`config.mk`:
```
export PLATFORM = sky130hd
export DESIGN_NAME = rst_sequencer
export DESIGN_NICKNAME = d
export VERILOG_FILES = /design/src/rtl/rst_seq_pkg.sv /design/src/rtl/rst_sync.sv /design/src/rtl/rst_sequencer.sv
export SDC_FILE = /design/constraint.sdc
export NUM_CORES = 1
export LEC_CHECK = 0
export ABC_AREA = 1
export CORE_UTILIZATION = 60
export DETAILED_ROUTE_END_ITERATION = 10
export PLACE_DENSITY = 0.94
export SYNTH_ARGS = -nofsm -noshare
export SYNTH_HDL_FRONTEND = slang
export SYNTH_SLANG_ARGS = --single-unit
export TNS_END_PERCENT = 30
```
`constraint.sdc`:
```
create_clock -name clock -period 2.3 [get_ports clock]
set_input_delay 0.345 -clock clock [delete_from_list [all_inputs] [get_ports clock]]
set_output_delay 0.345 -clock clock [all_outputs]
set_load 0.005 [all_outputs]
```
`src/rtl/rst_seq_pkg.sv`:
```
// rst_seq_pkg: shared state type and synchronizer depth for the reset sequencer.
package rst_seq_pkg;

    typedef enum logic [1:0] {
        WAIT_LOCK,
        RELEASE,
        RUN,
        SOFT_HOLD
    } rst_seq_state_e;

    localparam int RST_SYNC_STAGES = 2;

endpackage

```
`src/rtl/rst_sync.sv`:
```
// rst_sync: reset synchronizer, asserts asynchronously and deasserts after RST_SYNC_STAGES clocks.
module rst_sync
    import rst_seq_pkg::*;
(
    input  logic clock,
    input  logic rst_n,
    output logic rst_n_sync
);

    logic [RST_SYNC_STAGES-1:0] sync_q, sync_d;

    always_comb sync_d = {sync_q[RST_SYNC_STAGES-2:0], 1'b1};

    always_ff @(posedge clock or negedge rst_n) begin
        if (!rst_n) sync_q <= '0;
        else        sync_q <= sync_d;
    end

    assign rst_n_sync = sync_q[RST_SYNC_STAGES-1];

endmodule

```
`src/rtl/rst_sequencer.sv`:
```
// rst_sequencer: lock-filtered, staggered release of per-stage resets with soft-reset hold.
// Optional lock watchdog enabled by defining RST_SEQ_WATCHDOG_EN.
module rst_sequencer
    import rst_seq_pkg::*;
#(
    parameter int NUM_STAGES = 4,
    parameter int STAGE_DLY  = 16,
    parameter int LOCK_FILT  = 8,
    parameter int WDOG_CYC   = 100000
) (
    input  logic                  clock,
    input  logic                  rst_n,
    input  logic                  locked,
    input  logic                  soft_rst_req,
    output logic [NUM_STAGES-1:0] stage_rst_n,
    output logic                  ready,
    output logic                  lock_timeout
);

    localparam int DW = $clog2(STAGE_DLY + 1);
    localparam int FW = $clog2(LOCK_FILT + 1);
    localparam logic [DW-1:0] DLY_MAX  = DW'(STAGE_DLY);
    localparam logic [FW-1:0] FILT_MAX = FW'(LOCK_FILT);

    logic rst_s_n;

    rst_sync u_rst_sync (
        .clock      (clock),
        .rst_n      (rst_n),
        .rst_n_sync (rst_s_n)
    );

    logic [RST_SYNC_STAGES-1:0] lock_sync_q, lock_sync_d;
    rst_seq_state_e             state_q, state_d;
    logic [FW-1:0]              filt_q, filt_d;
    logic [DW-1:0]              dly_q, dly_d;
    logic [NUM_STAGES-1:0]      stage_q, stage_d;
    logic                       lock_s;

    assign lock_s = lock_sync_q[RST_SYNC_STAGES-1];

    always_comb begin
        lock_sync_d = {lock_sync_q[RST_SYNC_STAGES-2:0], locked};
        state_d     = state_q;
        filt_d      = '0;
        dly_d       = '0;
        stage_d     = stage_q;
        case (state_q)
            WAIT_LOCK: begin
                if (lock_s) begin
                    filt_d = (filt_q < FILT_MAX) ? filt_q + 1'b1 : filt_q;
                    if (filt_d == FILT_MAX) begin
                        state_d = RELEASE;
                        filt_d  = '0;
                    end
                end
            end
            RELEASE: begin
                dly_d = (dly_q < DLY_MAX) ? dly_q + 1'b1 : dly_q;
                if (dly_d == DLY_MAX) begin
                    dly_d   = '0;
                    stage_d = NUM_STAGES'({stage_q, 1'b1});
                    if (stage_d[NUM_STAGES-1]) state_d = RUN;
                end
            end
            RUN: begin
                if (soft_rst_req) begin
                    state_d = SOFT_HOLD;
                    stage_d = '0;
                end
            end
            SOFT_HOLD: begin
                dly_d = (dly_q < DLY_MAX) ? dly_q + 1'b1 : dly_q;
                if (dly_d == DLY_MAX) begin
                    dly_d   = '0;
                    state_d = RELEASE;
                end
            end
        endcase
        // Lock loss overrides everything, including a coincident soft request.
        if (state_q != WAIT_LOCK && !lock_s) begin
            state_d = WAIT_LOCK;
            stage_d = '0;
            dly_d   = '0;
            filt_d  = '0;
        end
    end

    always_ff @(posedge clock or negedge rst_s_n) begin
        if (!rst_s_n) begin
            lock_sync_q <= '0;
            state_q     <= WAIT_LOCK;
            filt_q      <= '0;
            dly_q       <= '0;
            stage_q     <= '0;
        end else begin
            lock_sync_q <= lock_sync_d;
            state_q     <= state_d;
            filt_q      <= filt_d;
            dly_q       <= dly_d;
            stage_q     <= stage_d;
        end
    end

    assign stage_rst_n = stage_q;
    assign ready       = (state_q == RUN);

`ifdef RST_SEQ_WATCHDOG_EN
    localparam int WW = $clog2(WDOG_CYC + 1);
    localparam logic [WW-1:0] WDOG_MAX = WW'(WDOG_CYC);

    logic [WW-1:0] wdog_q, wdog_d;
    logic          lock_timeout_q, lock_timeout_d;

    always_comb begin
        wdog_d         = (state_q != WAIT_LOCK) ? '0 : (wdog_q < WDOG_MAX) ? wdog_q + 1'b1 : wdog_q;
        lock_timeout_d = lock_timeout_q | (wdog_d == WDOG_MAX);
    end

    always_ff @(posedge clock or negedge rst_s_n) begin
        if (!rst_s_n) begin
            wdog_q         <= '0;
            lock_timeout_q <= 1'b0;
        end else begin
            wdog_q         <= wdog_d;
            lock_timeout_q <= lock_timeout_d;
        end
    end

    assign lock_timeout = lock_timeout_q;
`else
    assign lock_timeout = 1'b0;
`endif

endmodule

```
==> results of run 1 <==
[state kept, by name, indices dropped and copies added (netlist names)]
signal / cells
dly_q: 5
filt_q: 4
stage_rst_n: 4
lock_sync_q: 2
state_q: 2
u_rst_sync.sync_q: 2
[per-layer routing]
metal	track usage	up-vias	routed length, um
met3	0.0400	7	62
met5	0	-	0
li1	-	431	-
met1	0.258	409	814
met2	0.397	16	1030
met4	0.127	0	61
[per-stage QoR]
step | hold WS (ns) | setup WS, ns
after global placement | 0.275 | 0.706
final | 0.178 | 0.373
after CTS | 0.180 | 0.359
after floorplan | 0.0494 | 0.797
after detailed placement | 0.302 | 0.626
after global routing | 0.182 | 0.309
[worst max-delay path, cell delays in order, from the launching register on]
cell and delay (ns):
sky130_fd_sc_hd__dfrtp_1 0.43, sky130_fd_sc_hd__inv_1 0.13, sky130_fd_sc_hd__ha_1 0.21, sky130_fd_sc_hd__clkdlybuf4s50_1 0.51
[power groups by stage]
| stage | logic [mW] | registers, mW | clock network (mW) |
|---|---|---|---|
| global route | 0.826 | 0.483 | 0.187 |
| CTS | 0.745 | 0.474 | 0.176 |
| finish | 0.744 | 0.473 | 0.174 |
| detailed placement | 0.739 | 0.479 | 0 |
| floorplan | 0.562 | 0.471 | 0 |
| global placement | 0.701 | 0.475 | 0 |
[Yosys cell counts]
cell type	count	area, um2
sky130_fd_sc_hd__nor2_4	4	45.0
sky130_fd_sc_hd__conb_1	2	7.51
sky130_fd_sc_hd__a21oi_4	1	16.3
sky130_fd_sc_hd__ha_1	6	75.1
sky130_fd_sc_hd__nand2_2	11	68.8
sky130_fd_sc_hd__nand3_4	1	17.5
sky130_fd_sc_hd__nand2_4	2	22.5
sky130_fd_sc_hd__a21oi_1	2	10.0
sky130_fd_sc_hd__inv_2	5	18.8
sky130_fd_sc_hd__nor3_1	2	10.0
sky130_fd_sc_hd__nand3_2	1	10.0
sky130_fd_sc_hd__o21ai_0	2	10.0
sky130_fd_sc_hd__o21ai_4	1	16.3
sky130_fd_sc_hd__nand3_1	8	40.0
sky130_fd_sc_hd__o21ai_2	1	8.76
sky130_fd_sc_hd__nand2_1	37	139
sky130_fd_sc_hd__inv_1	15	56.3
sky130_fd_sc_hd__dfrtp_1	19	475
sky130_fd_sc_hd__o21bai_1	1	7.51
sky130_fd_sc_hd__buf_4	1	7.51
sky130_fd_sc_hd__nor2_1	14	52.6
[cell families (layout without fill, tap and decap cells)]
kind of cell	count (synthesis)	after routing	share of synthesized area
buf+inv	21	32	0.0741
fa+ha+maj	6	6	0.0673
other cells	2	2	0.00674
flops	19	19	0.426
simple gates	80	80	0.364
compound gates	8	8	0.0617
[final timing paths]
path | endpoint | from | slack, ns
min in group clock | lock_sync_q[1]$_DFF_PN0_ | lock_sync_q[0]$_DFF_PN0_ | 0.36
min | u_rst_sync.sync_q[0]$_DFF_PN0_ | rst_n | 0.18
max reg2reg | state_q[1]$_DFFE_PN0P_ | state_q[0]$_DFFE_PN0P_ | 0.60
min reg2reg | filt_q[0]$_DFF_PN0_ | u_rst_sync.sync_q[1]$_DFF_PN0_ | 0.28
max in group asynchronous | dly_q[0]$_DFF_PN0_ | u_rst_sync.sync_q[1]$_DFF_PN0_ | 1.60
max | ready | state_q[0]$_DFFE_PN0P_ | 0.37
[final cells by class]
type / count / area share
Sequential cell: 19 / 0.382
Inverter: 20 / 0.0602
Clock buffer: 3 / 0.0181
Tap cell: 25 / 0.0251
Timing Repair Buffer: 8 / 0.0643
Multi-Input combinational cell: 96 / 0.447
Clock inverter: 1 / 0.00402
==> reports/metrics.yaml, run 1 <==
yosys:
  netlist-cell-type-count: 21
  total_nets_after_synthesis: 146
  part_of_the_yosys_area_used_for_sequential_elements: 0.426
  netlist_area_um2: 1110
  syn_inst: 136
  syn-mean-instance-area_um2: 8.20
  ys_seq_elements: 19
  yosys_synthesis_warning_count: 0
clocking:
  cts_tree: "built"
  cts_inserted_buffers: 3
  cts_sink_count: 19
  cts_setup_buffers: 0
  post_cts_resize_count: 0
  ctsRootBufferMaster: "sky130_fd_sc_hd__clkbuf_4"
  clk-insertion-delay-late_ns: 0.31
  hold_buffers: 0
  h-tree-depth: 1
  ctsLongestPathBuffers: 2
  clkSlewWorstSetupHoldPaths_ns: 0.11
floorplan:
  coreArea_um2: 1730
  die_x_um: 45.1
  start_util: 0.646
  die-area_um2: 2030
  fp-row-count: 15
  die_h_um: 45.1
  design.portCount: 10
place:
  placed_cell_area_um2: 1220
  half_perimeter_wire_length_of_the_detailed_placement_result_mm: 1.57
  place_inst: 168
  count_of_buffers_inserted_at_the_top_level_ports: 8
  gp_congestion: 0.843
sta:
  final-max-slew-violation-count: 0
  period_share: 0.838
  timing.final.crit_period_ns: 1.93
  clock.fmax_ghz: 0.519
  report.final.hold_viol_count: 0
  unrepaired_setup_endpoints_after_global_routing: "no"
  report.final.setup_viol: 0
  worst_clock_skew_ns: 0.00185
  fin_tns_setup_ns: 0
  tightest_slew_ns: 0.660
  max_slew_margin: 0.560
power:
  p_leak_nw: 0.608
  clkPwrFrac: 0.125
  total_power_mw: 1.39
  worst_ir_drop_vdd_mv: 0.894
  share_seq_of_total_power: 0.340
  switching_power_uw: 615
  switching_share: 0.442
  power.combinational.fraction: 0.535
  internal_power_uw: 775
  power-per-cell-area_nw_per_um2: 1120
worst_setup_path:
  worst-setup-path-type: "reg -> out"
  cp_data_arrival_time_ns: 1.58
  highest_fanout_seen_on_the_critical_path: 4
  cp-start-kind: "flop"
  worst_ep_required_time_ns: 1.96
  critPathCaptureType: "output port"
  worstRegToRegCells: 10
detailed_routing:
  drt_first_pass_iters: 4
  remaining_drc_errors: 0
  routed-via-count: 863
  routed_wl_mm: 1.97
  drt.antenna.violating_nets: 0
  dr_vias_cell: 5.02
  first_iter_violations: 33
  wire_per_inst_um: 11.4
finish:
  layout_commonest_cell: "sky130_fd_sc_hd__nand2_1"
  layout-drive-gt1-share: 0.211
  final_cell_count_no_fill: 172
  flow.area_growth_from_synthesis_pct: 11.8
  insertedDiodeCount: 0
  fin_util: 0.722
  layout_common_cells: "sky130_fd_sc_hd__nand2_1 (37), sky130_fd_sc_hd__dfrtp_1 (19), sky130_fd_sc_hd__inv_1 (15)"
  seq_area_um2: 475
  final_design_area_no_fill_um2: 1250
  filler_cell_count: 125
  multi_input_comb_area_um2: 557
  net_count_reported_at_finish: 158
global_route:
  first_global_vias: 846
  globalRouteOverflowTotal: 0
  grt_first_pass_wirelength_mm: 3.24
  antenna_found_initial: 0
  grt_util_all_layers: 0.226
  largest_net_degree_at_the_start_of_global_routing: 18
run_status:
  status: "finished clean"
job:
  maxCapViolCount: 0
min_path:
  min_path_type: "in -> async"
Note: power is estimated with default switching activity, not from simulation.
==> run 2, diff against run 1 <==
--- a/config.mk
+++ b/config.mk
@@ -6,9 +6,9 @@
 export NUM_CORES = 1
 export LEC_CHECK = 0
 export ABC_AREA = 1
-export CORE_UTILIZATION = 60
+export CORE_UTILIZATION = 50
 export DETAILED_ROUTE_END_ITERATION = 10
-export PLACE_DENSITY = 0.94
+export PLACE_DENSITY = 0.85
 export SYNTH_ARGS = -nofsm -noshare
 export SYNTH_HDL_FRONTEND = slang
 export SYNTH_SLANG_ARGS = --single-unit
==> constraint.sdc (replaced) <==
create_clock -name clock -period 1.55 [get_ports clock]
set_input_delay 0.2325 -clock clock [delete_from_list [all_inputs] [get_ports clock]]
set_output_delay 0.2325 -clock clock [all_outputs]
set_load 0.005 [all_outputs]
==> run 2 against run 1 <==
Net effect:
- combinational power up 79%
- critical endpoint is now state_q[0]$_DFFE_PN0P_
- critical path depth increased by 7
- count of clock-buffer cells in the layout is the same
- die area increased by 19%
- the run now ends with setup timing left
- largest power group unchanged
==> reports/metrics.yaml, run 2 (synthesis results as in run 1) <==
run_status:
  status: "finished with violations"
  failing_checks: "setup timing"
power:
  switching_share: 0.436  # -0.00611
  power-per-cell-area_nw_per_um2: 1700  # +53%
  switching_power_uw: 998  # +62%
  power.combinational.fraction: 0.582  # +0.047
  clkPwrFrac: 0.108  # -0.017
  total_power_mw: 2.29  # +64%
  internal_power_mw: 1.29  # +66%
  worst_ir_drop_vdd_mv: 1.12  # +25%
  p_leak_nw: 0.652  # +7.3%
  share_seq_of_total_power: 0.310  # -0.030
worst_setup_path:
  critPathCaptureType: "flop"
  worstRegToRegCells: 10  # unchanged
  cp-start-kind: "flop"
  worst-setup-path-type: "reg -> reg"
  cp_data_arrival_time_ns: 1.78  # +0.20 ns
  highest_fanout_seen_on_the_critical_path: 4  # unchanged
  worst_ep_required_time_ns: 1.76  # -0.20 ns
detailed_routing:
  dr_vias_cell: 4.98  # -0.79%
  wire_per_inst_um: 11.6  # +1.1%
  drt_first_pass_iters: 4  # unchanged
  first_iter_violations: 22  # -33%
  drt.antenna.violating_nets: 0  # unchanged
  routed-via-count: 906  # +5.0%
  remaining_drc_errors: 0  # unchanged
  routed_wl_mm: 2.11  # +7.0%
floorplan:
  coreArea_um2: 2020  # +17%
  design.portCount: 10  # unchanged
  die_h_um: 49.2  # +9.1%
  die-area_um2: 2420  # +19%
  start_util: 0.551  # -0.0943
  fp-row-count: 16  # +1
  die_x_um: 49.2  # +9.1%
sta:
  final-max-slew-violation-count: 0  # unchanged
  period_share: 1.01
  report.final.setup_viol: 3  # +3
  unrepaired_setup_endpoints_after_global_routing: "yes"
  report.final.hold_viol_count: 0  # unchanged
  worst_clock_skew_ns: 0.0125  # +0.0106 ns
  hold-worst-slack_ns: 0.0826  # -0.0954 ns
  max_slew_margin: 0.549  # -0.0106
  clock.fmax_ghz: 0.639
  timing.final.crit_period_ns: 1.56
  tightest_slew_ns: 0.676  # +0.0160 ns
  timing.final.ws_setup_ns: -0.0145  # -0.387 ns
clocking:
  ctsLongestPathBuffers: 2  # unchanged
  h-tree-depth: 1  # unchanged
  ctsRootBufferMaster: "sky130_fd_sc_hd__clkbuf_4"
  cts_tree: "built"
  clkSlewWorstSetupHoldPaths_ns: 0.11  # about the same
  cts_inserted_buffers: 3  # unchanged
  cts_sink_count: 19  # unchanged
  clk-insertion-delay-late_ns: 0.31  # about the same
global_route:
  grt_util_all_layers: 0.204  # -0.0224
  antenna_found_initial: 0  # unchanged
  globalRouteOverflowTotal: 0  # unchanged
  grt_first_pass_wirelength_mm: 3.64  # +12%
  first_global_vias: 917  # +8.4%
  largest_net_degree_at_the_start_of_global_routing: 18  # unchanged
finish:
  insertedDiodeCount: 0  # unchanged
  regMostFlops: "dly_q"
  filler_cell_count: 152  # +22%
  fin_util: 0.664  # -0.0578
  layout_common_cells: "sky130_fd_sc_hd__nand2_1 (33), sky130_fd_sc_hd__dfrtp_1 (19), sky130_fd_sc_hd__nand2_2 (15)"
  net_count_reported_at_finish: 166  # +5.1%
  largest_register_ffs: 5  # unchanged
  layout-drive-gt1-share: 0.303  # +0.0923
  layout_commonest_cell: "sky130_fd_sc_hd__nand2_1"
  flow.area_growth_from_synthesis_pct: 20.4
  final_cell_count_no_fill: 182  # +5.8%
place:
  count_of_buffers_inserted_at_the_top_level_ports: 8  # unchanged
  place_inst: 174  # +3.6%
  place_worst_setup_slack_ns: -0.0153  # -0.642 ns
  half_perimeter_wire_length_of_the_detailed_placement_result_mm: 1.58  # +0.73%
  gp_congestion: 0.787  # -6.6%
job:
  maxCapViolCount: 0  # unchanged
min_path:
  min_path_type: "in -> async"
run 2: cell count changes in the layout (fill, tap and decap cells not counted), sizes merged:
cell,delta
dlygate4sd2,+1
buf,+8
clkdlybuf4s50,-1
run 2: what timing repair did:
item	in CTS	in global routing
cloned	0	0
pin swaps	1	3
setup endpoints to repair	5	6
buffers inserted	1	3
gates resized for setup	8	3
hold buffers	0	0
run 2: cell type report:
class                           count  area (um2)  area share
Clock buffer                        3        22.5      0.0168
Clock inverter                      1        5.00     0.00373
Inverter                           20        75.1      0.0559
Multi-Input combinational cell     96         592       0.441
Sequential cell                    19         475       0.354
Tap cell                           27        33.8      0.0252
Timing Repair Buffer               16         139       0.103
run 2: through the flow:
| step | setup TNS (ns) | area, um2 |
|---|---|---|
| after detailed placement | -0.0153 | 1250 |
| after global routing | -0.598 | 1340 |
| after floorplan | 0 | 1110 |
| after CTS | -0.0164 | 1310 |
| after global placement | 0 | 1250 |
| final | -0.0321 | 1340 |
run 2: path summary, 6_finish.rpt:
path	from	endpoint	slack (ns)
setup / recovery	state_q[1]$_DFFE_PN0P_	state_q[0]$_DFFE_PN0P_	-0.01
hold / removal	rst_n	u_rst_sync.sync_q[0]$_DFF_PN0_	0.08
setup reg to reg	state_q[1]$_DFFE_PN0P_	state_q[0]$_DFFE_PN0P_	-0.01
hold reg to reg	u_rst_sync.sync_q[1]$_DFF_PN0_	dly_q[3]$_DFF_PN0_	0.27
max in group asynchronous	u_rst_sync.sync_q[1]$_DFF_PN0_	stage_rst_n[0]$_DFFE_PN0P_	0.84
min in group clock	locked	lock_sync_q[0]$_DFF_PN0_	0.35
run 2: power groups by stage:
stage                     clock network (mW)  registers [mW]  logic (mW)
after CTS                              0.261           0.712        1.25
after global placement                     0           0.706        1.12
after floorplan                            0           0.699       0.833
after global routing                   0.266           0.721        1.46
final                                  0.248           0.709        1.33
after detailed placement                   0           0.710        1.19
run 2: worst max-delay path, cell delays in order, from the launching register on:
cell,delay (ns)
sky130_fd_sc_hd__dfrtp_1,0.48
sky130_fd_sc_hd__inv_2,0.10
sky130_fd_sc_hd__ha_4,0.18
sky130_fd_sc_hd__nor2_4,0.14
sky130_fd_sc_hd__inv_2,0.09
sky130_fd_sc_hd__nand2_1,0.09
sky130_fd_sc_hd__nand2_2,0.07
sky130_fd_sc_hd__a21oi_4,0.14
sky130_fd_sc_hd__nand2_2,0.07
sky130_fd_sc_hd__nand2_1,0.07
sky130_fd_sc_hd__nand2_1,0.04
run 2: layer usage:
layer,share of wire,vias to the layer above,global-route usage
met5,0,-,0
met2,0.53,31,0.381
met3,0.042,9,0.0187
met4,0.036,0,0.152
li1,-,452,-
met1,0.39,414,0.206
==> run 3, diff against run 2 <==
--- a/config.mk
+++ b/config.mk
@@ -12,4 +12,3 @@
 export SYNTH_ARGS = -nofsm -noshare
 export SYNTH_HDL_FRONTEND = slang
 export SYNTH_SLANG_ARGS = --single-unit
-export TNS_END_PERCENT = 30
==> run 3 against run 2 <==
Net effect:
- the flow still finishes with violations (setup timing)
- total power is 6.8% higher
- final area is 4.3% higher
- clock skew is 0.0036 ns higher
- count of clock-buffer cells in the layout stayed put
- flip-flop and latch count stayed put
- utilization is 2.8 points higher
- sequential share of layout area is 1.5 points lower
- fmax is 0.50% lower
- cell count is 3.8% higher
- first-iteration DRC count stayed put
- clock power is 3% higher
- worst setup slack worse by 0.0079 ns
- critical path type unchanged
- largest power group unchanged
==> reports/metrics.yaml, run 3 (synthesis results as in run 1) <==
finish:
  layout_commonest_cell: "sky130_fd_sc_hd__nand2_1"
  net_count_reported_at_finish: 173  # +4.2%
  layout-drive-gt1-share: 0.340  # +0.0363
  flow.area_growth_from_synthesis_pct: 25.6
  multi_input_comb_area_um2: 597  # +0.85%
  final_design_area_no_fill_um2: 1400  # +4.3%
  layout_common_cells: "sky130_fd_sc_hd__nand2_1 (31), sky130_fd_sc_hd__dfrtp_1 (19), sky130_fd_sc_hd__nand2_2 (17)"
  seq_area_um2: 475  # unchanged
  filler_cell_count: 133  # -13%
  largest_register_ffs: 5  # unchanged
  regMostFlops: "dly_q"
  insertedDiodeCount: 0  # unchanged
detailed_routing:
  remaining_drc_errors: 0  # unchanged
  routed-via-count: 960  # +6.0%
  wire_per_inst_um: 12.5  # +8.0%
  drt_first_pass_iters: 4  # unchanged
  dr_vias_cell: 5.08  # +2.0%
  first_iter_violations: 22  # unchanged
  routed_wl_mm: 2.36  # +12%
  drt.antenna.violating_nets: 0  # unchanged
clocking:
  hold_buffers: 0  # unchanged
  clk-insertion-delay-late_ns: 0.32  # about the same
  h-tree-depth: 1  # unchanged
  cts_tree: "built"
  cts_inserted_buffers: 3  # unchanged
  clkSlewWorstSetupHoldPaths_ns: 0.11  # about the same
  ctsLongestPathBuffers: 2  # unchanged
  ctsRootBufferMaster: "sky130_fd_sc_hd__clkbuf_4"
  cts_sink_count: 19  # unchanged
place:
  gp_congestion: 0.787  # unchanged
  place_worst_setup_slack_ns: -0.0153  # unchanged
  half_perimeter_wire_length_of_the_detailed_placement_result_mm: 1.58  # unchanged
  count_of_buffers_inserted_at_the_top_level_ports: 8  # unchanged
  placed_cell_area_um2: 1250  # unchanged
sta:
  period_share: 1.01  # +0.00508
  final-max-slew-violation-count: 0  # unchanged
  unrepaired_setup_endpoints_after_global_routing: "yes"
  report.final.hold_viol_count: 0  # unchanged
  report.final.setup_viol: 4  # +1
  tightest_slew_ns: 0.694  # +0.0176 ns
  clock.fmax_ghz: 0.636  # -0.50%
  timing.final.crit_period_ns: 1.57  # +0.00788 ns
  timing.final.ws_setup_ns: -0.0224  # -0.00788 ns
  max_slew_margin: 0.537  # -0.0117
  worst_clock_skew_ns: 0.0160  # +0.00357 ns
  fin_tns_setup_ns: -0.0646  # -0.0325 ns
min_path:
  min_path_type: "in -> async"
worst_setup_path:
  cp_data_arrival_time_ns: 1.80  # +0.02 ns
  critPathCaptureType: "flop"
  worst_ep_required_time_ns: 1.77  # about the same
  critical_path_s_top_delay_family: "simple AND/OR/NAND/NOR gates"
  critical_path.n_buffers_inverters: 3  # +1
  highest_fanout_seen_on_the_critical_path: 3  # -1
  cp-start-kind: "flop"
  timing.critical_path.slowest_cell_delay_ns: 0.40  # -0.08 ns
  timing.critical_path.cells: "inv_2 -> buf_4 -> ha_4 -> nor2_4 -> inv_2 -> nand2_1 -> nand2_2 -> a21oi_4 -> nand2_2 -> nand2_1 -> nand2_1"
  path_common_cell: "sky130_fd_sc_hd__nand2_1"
  worst-setup-path-type: "reg -> reg"
  critical-path-slowest-cell: "sky130_fd_sc_hd__dfrtp_1"
global_route:
  antenna_found_initial: 0  # unchanged
  largest_net_degree_at_the_start_of_global_routing: 18  # unchanged
  grt_first_pass_wirelength_mm: 4.02  # +10%
  grt_util_all_layers: 0.222  # +0.0179
  first_global_vias: 1001  # +9.2%
  globalRouteOverflowTotal: 0  # unchanged
floorplan:
  design.portCount: 10  # unchanged
  die_h_um: 49.2  # unchanged
  start_util: 0.551  # unchanged
  fp-row-count: 16  # unchanged
  die-area_um2: 2420  # unchanged
  die_x_um: 49.2  # unchanged
  coreArea_um2: 2020  # unchanged
power:
  worst_ir_drop_vdd_mv: 1.20  # +7.4%
  power-per-cell-area_nw_per_um2: 1740  # +2.4%
  p_leak_nw: 0.689  # +5.6%
job:
  maxCapViolCount: 0  # unchanged
run_status:
  failing_checks: "setup timing"
  status: "finished with violations"
-- run 3: cell count changes in the layout (fill, tap and decap cells not counted) --
cell,before,now
sky130_fd_sc_hd__inv_1,13,14
sky130_fd_sc_hd__nand2_2,15,17
sky130_fd_sc_hd__buf_4,8,15
sky130_fd_sc_hd__inv_2,7,6
sky130_fd_sc_hd__nand2_1,33,31
-- run 3: worst register-to-register path: stages (launching register included) --
cell and delay (ns):
sky130_fd_sc_hd__dfrtp_1 0.40, sky130_fd_sc_hd__inv_2 0.07, sky130_fd_sc_hd__buf_4 0.15, sky130_fd_sc_hd__ha_4 0.17
sky130_fd_sc_hd__nor2_4 0.14, sky130_fd_sc_hd__inv_2 0.08, sky130_fd_sc_hd__nand2_1 0.08, sky130_fd_sc_hd__nand2_2 0.08
sky130_fd_sc_hd__a21oi_4 0.14, sky130_fd_sc_hd__nand2_2 0.07, sky130_fd_sc_hd__nand2_1 0.07, sky130_fd_sc_hd__nand2_1 0.05
-- run 3: worst paths after layout --
| path | to | slack [ns] | start | depth (start not counted) |
|---|---|---|---|---|
| worst min register to register | dly_q[3]$_DFF_PN0_ | 0.27 | u_rst_sync.sync_q[1]$_DFF_PN0_ | 0 |
| min in group clock | lock_sync_q[0]$_DFF_PN0_ | 0.35 | locked | 1 |
| worst max-delay path | state_q[0]$_DFFE_PN0P_ | -0.02 | state_q[0]$_DFFE_PN0P_ | 11 |
| worst min-delay path | u_rst_sync.sync_q[0]$_DFF_PN0_ | 0.08 | rst_n | 1 |
| worst max register to register | state_q[0]$_DFFE_PN0P_ | -0.02 | state_q[0]$_DFFE_PN0P_ | 11 |
| max in group asynchronous | stage_rst_n[0]$_DFFE_PN0P_ | 0.82 | u_rst_sync.sync_q[1]$_DFF_PN0_ | 0 |
-- run 3: report_power, final --
| group | total, mW | switching, mW | internal (mW) |
|---|---|---|---|
| registers | 0.700 | 0.0937 | 0.607 |
| logic | 1.49 | 0.820 | 0.668 |
| clock network | 0.255 | 0.158 | 0.0967 |
-- run 3: routing by layer --
layer / track usage / wire, um / up-vias / part of all wire
met5: 0 / 0 / - / 0
met4: 0.142 / 57 / 0 / 0.024
met2: 0.429 / 1270 / 35 / 0.54
met1: 0.214 / 933 / 452 / 0.40
met3: 0.0312 / 98 / 8 / 0.042
li1: - / - / 465 / -
-- run 3: per-stage QoR --
step                      power [mW]  std cells   util  hold WS, ns
after floorplan                 1.53        136      -      -0.0631
after global placement          1.83        174  0.619        0.278
after detailed placement        1.90        174  0.619        0.306
after CTS                       2.30        184  0.668       0.0756
after global routing            2.60        189  0.692       0.0901
final                           2.44        189  0.692       0.0772
-- run 3: layout make-up --
class                           instances  share of cell area
Clock buffer                            3              0.0161
Clock inverter                          1             0.00357
Inverter                               20              0.0536
Multi-Input combinational cell         96               0.426
Sequential cell                        19               0.340
Tap cell                               27              0.0241
Timing Repair Buffer                   23               0.137
-- run 3: repair_timing --
item	in CTS	in global routing
cloned	0	0
buffers inserted	6	5
setup endpoints to repair	5	6
resized for setup	7	5
pin swaps	1	4
hold endpoints to repair	0	0
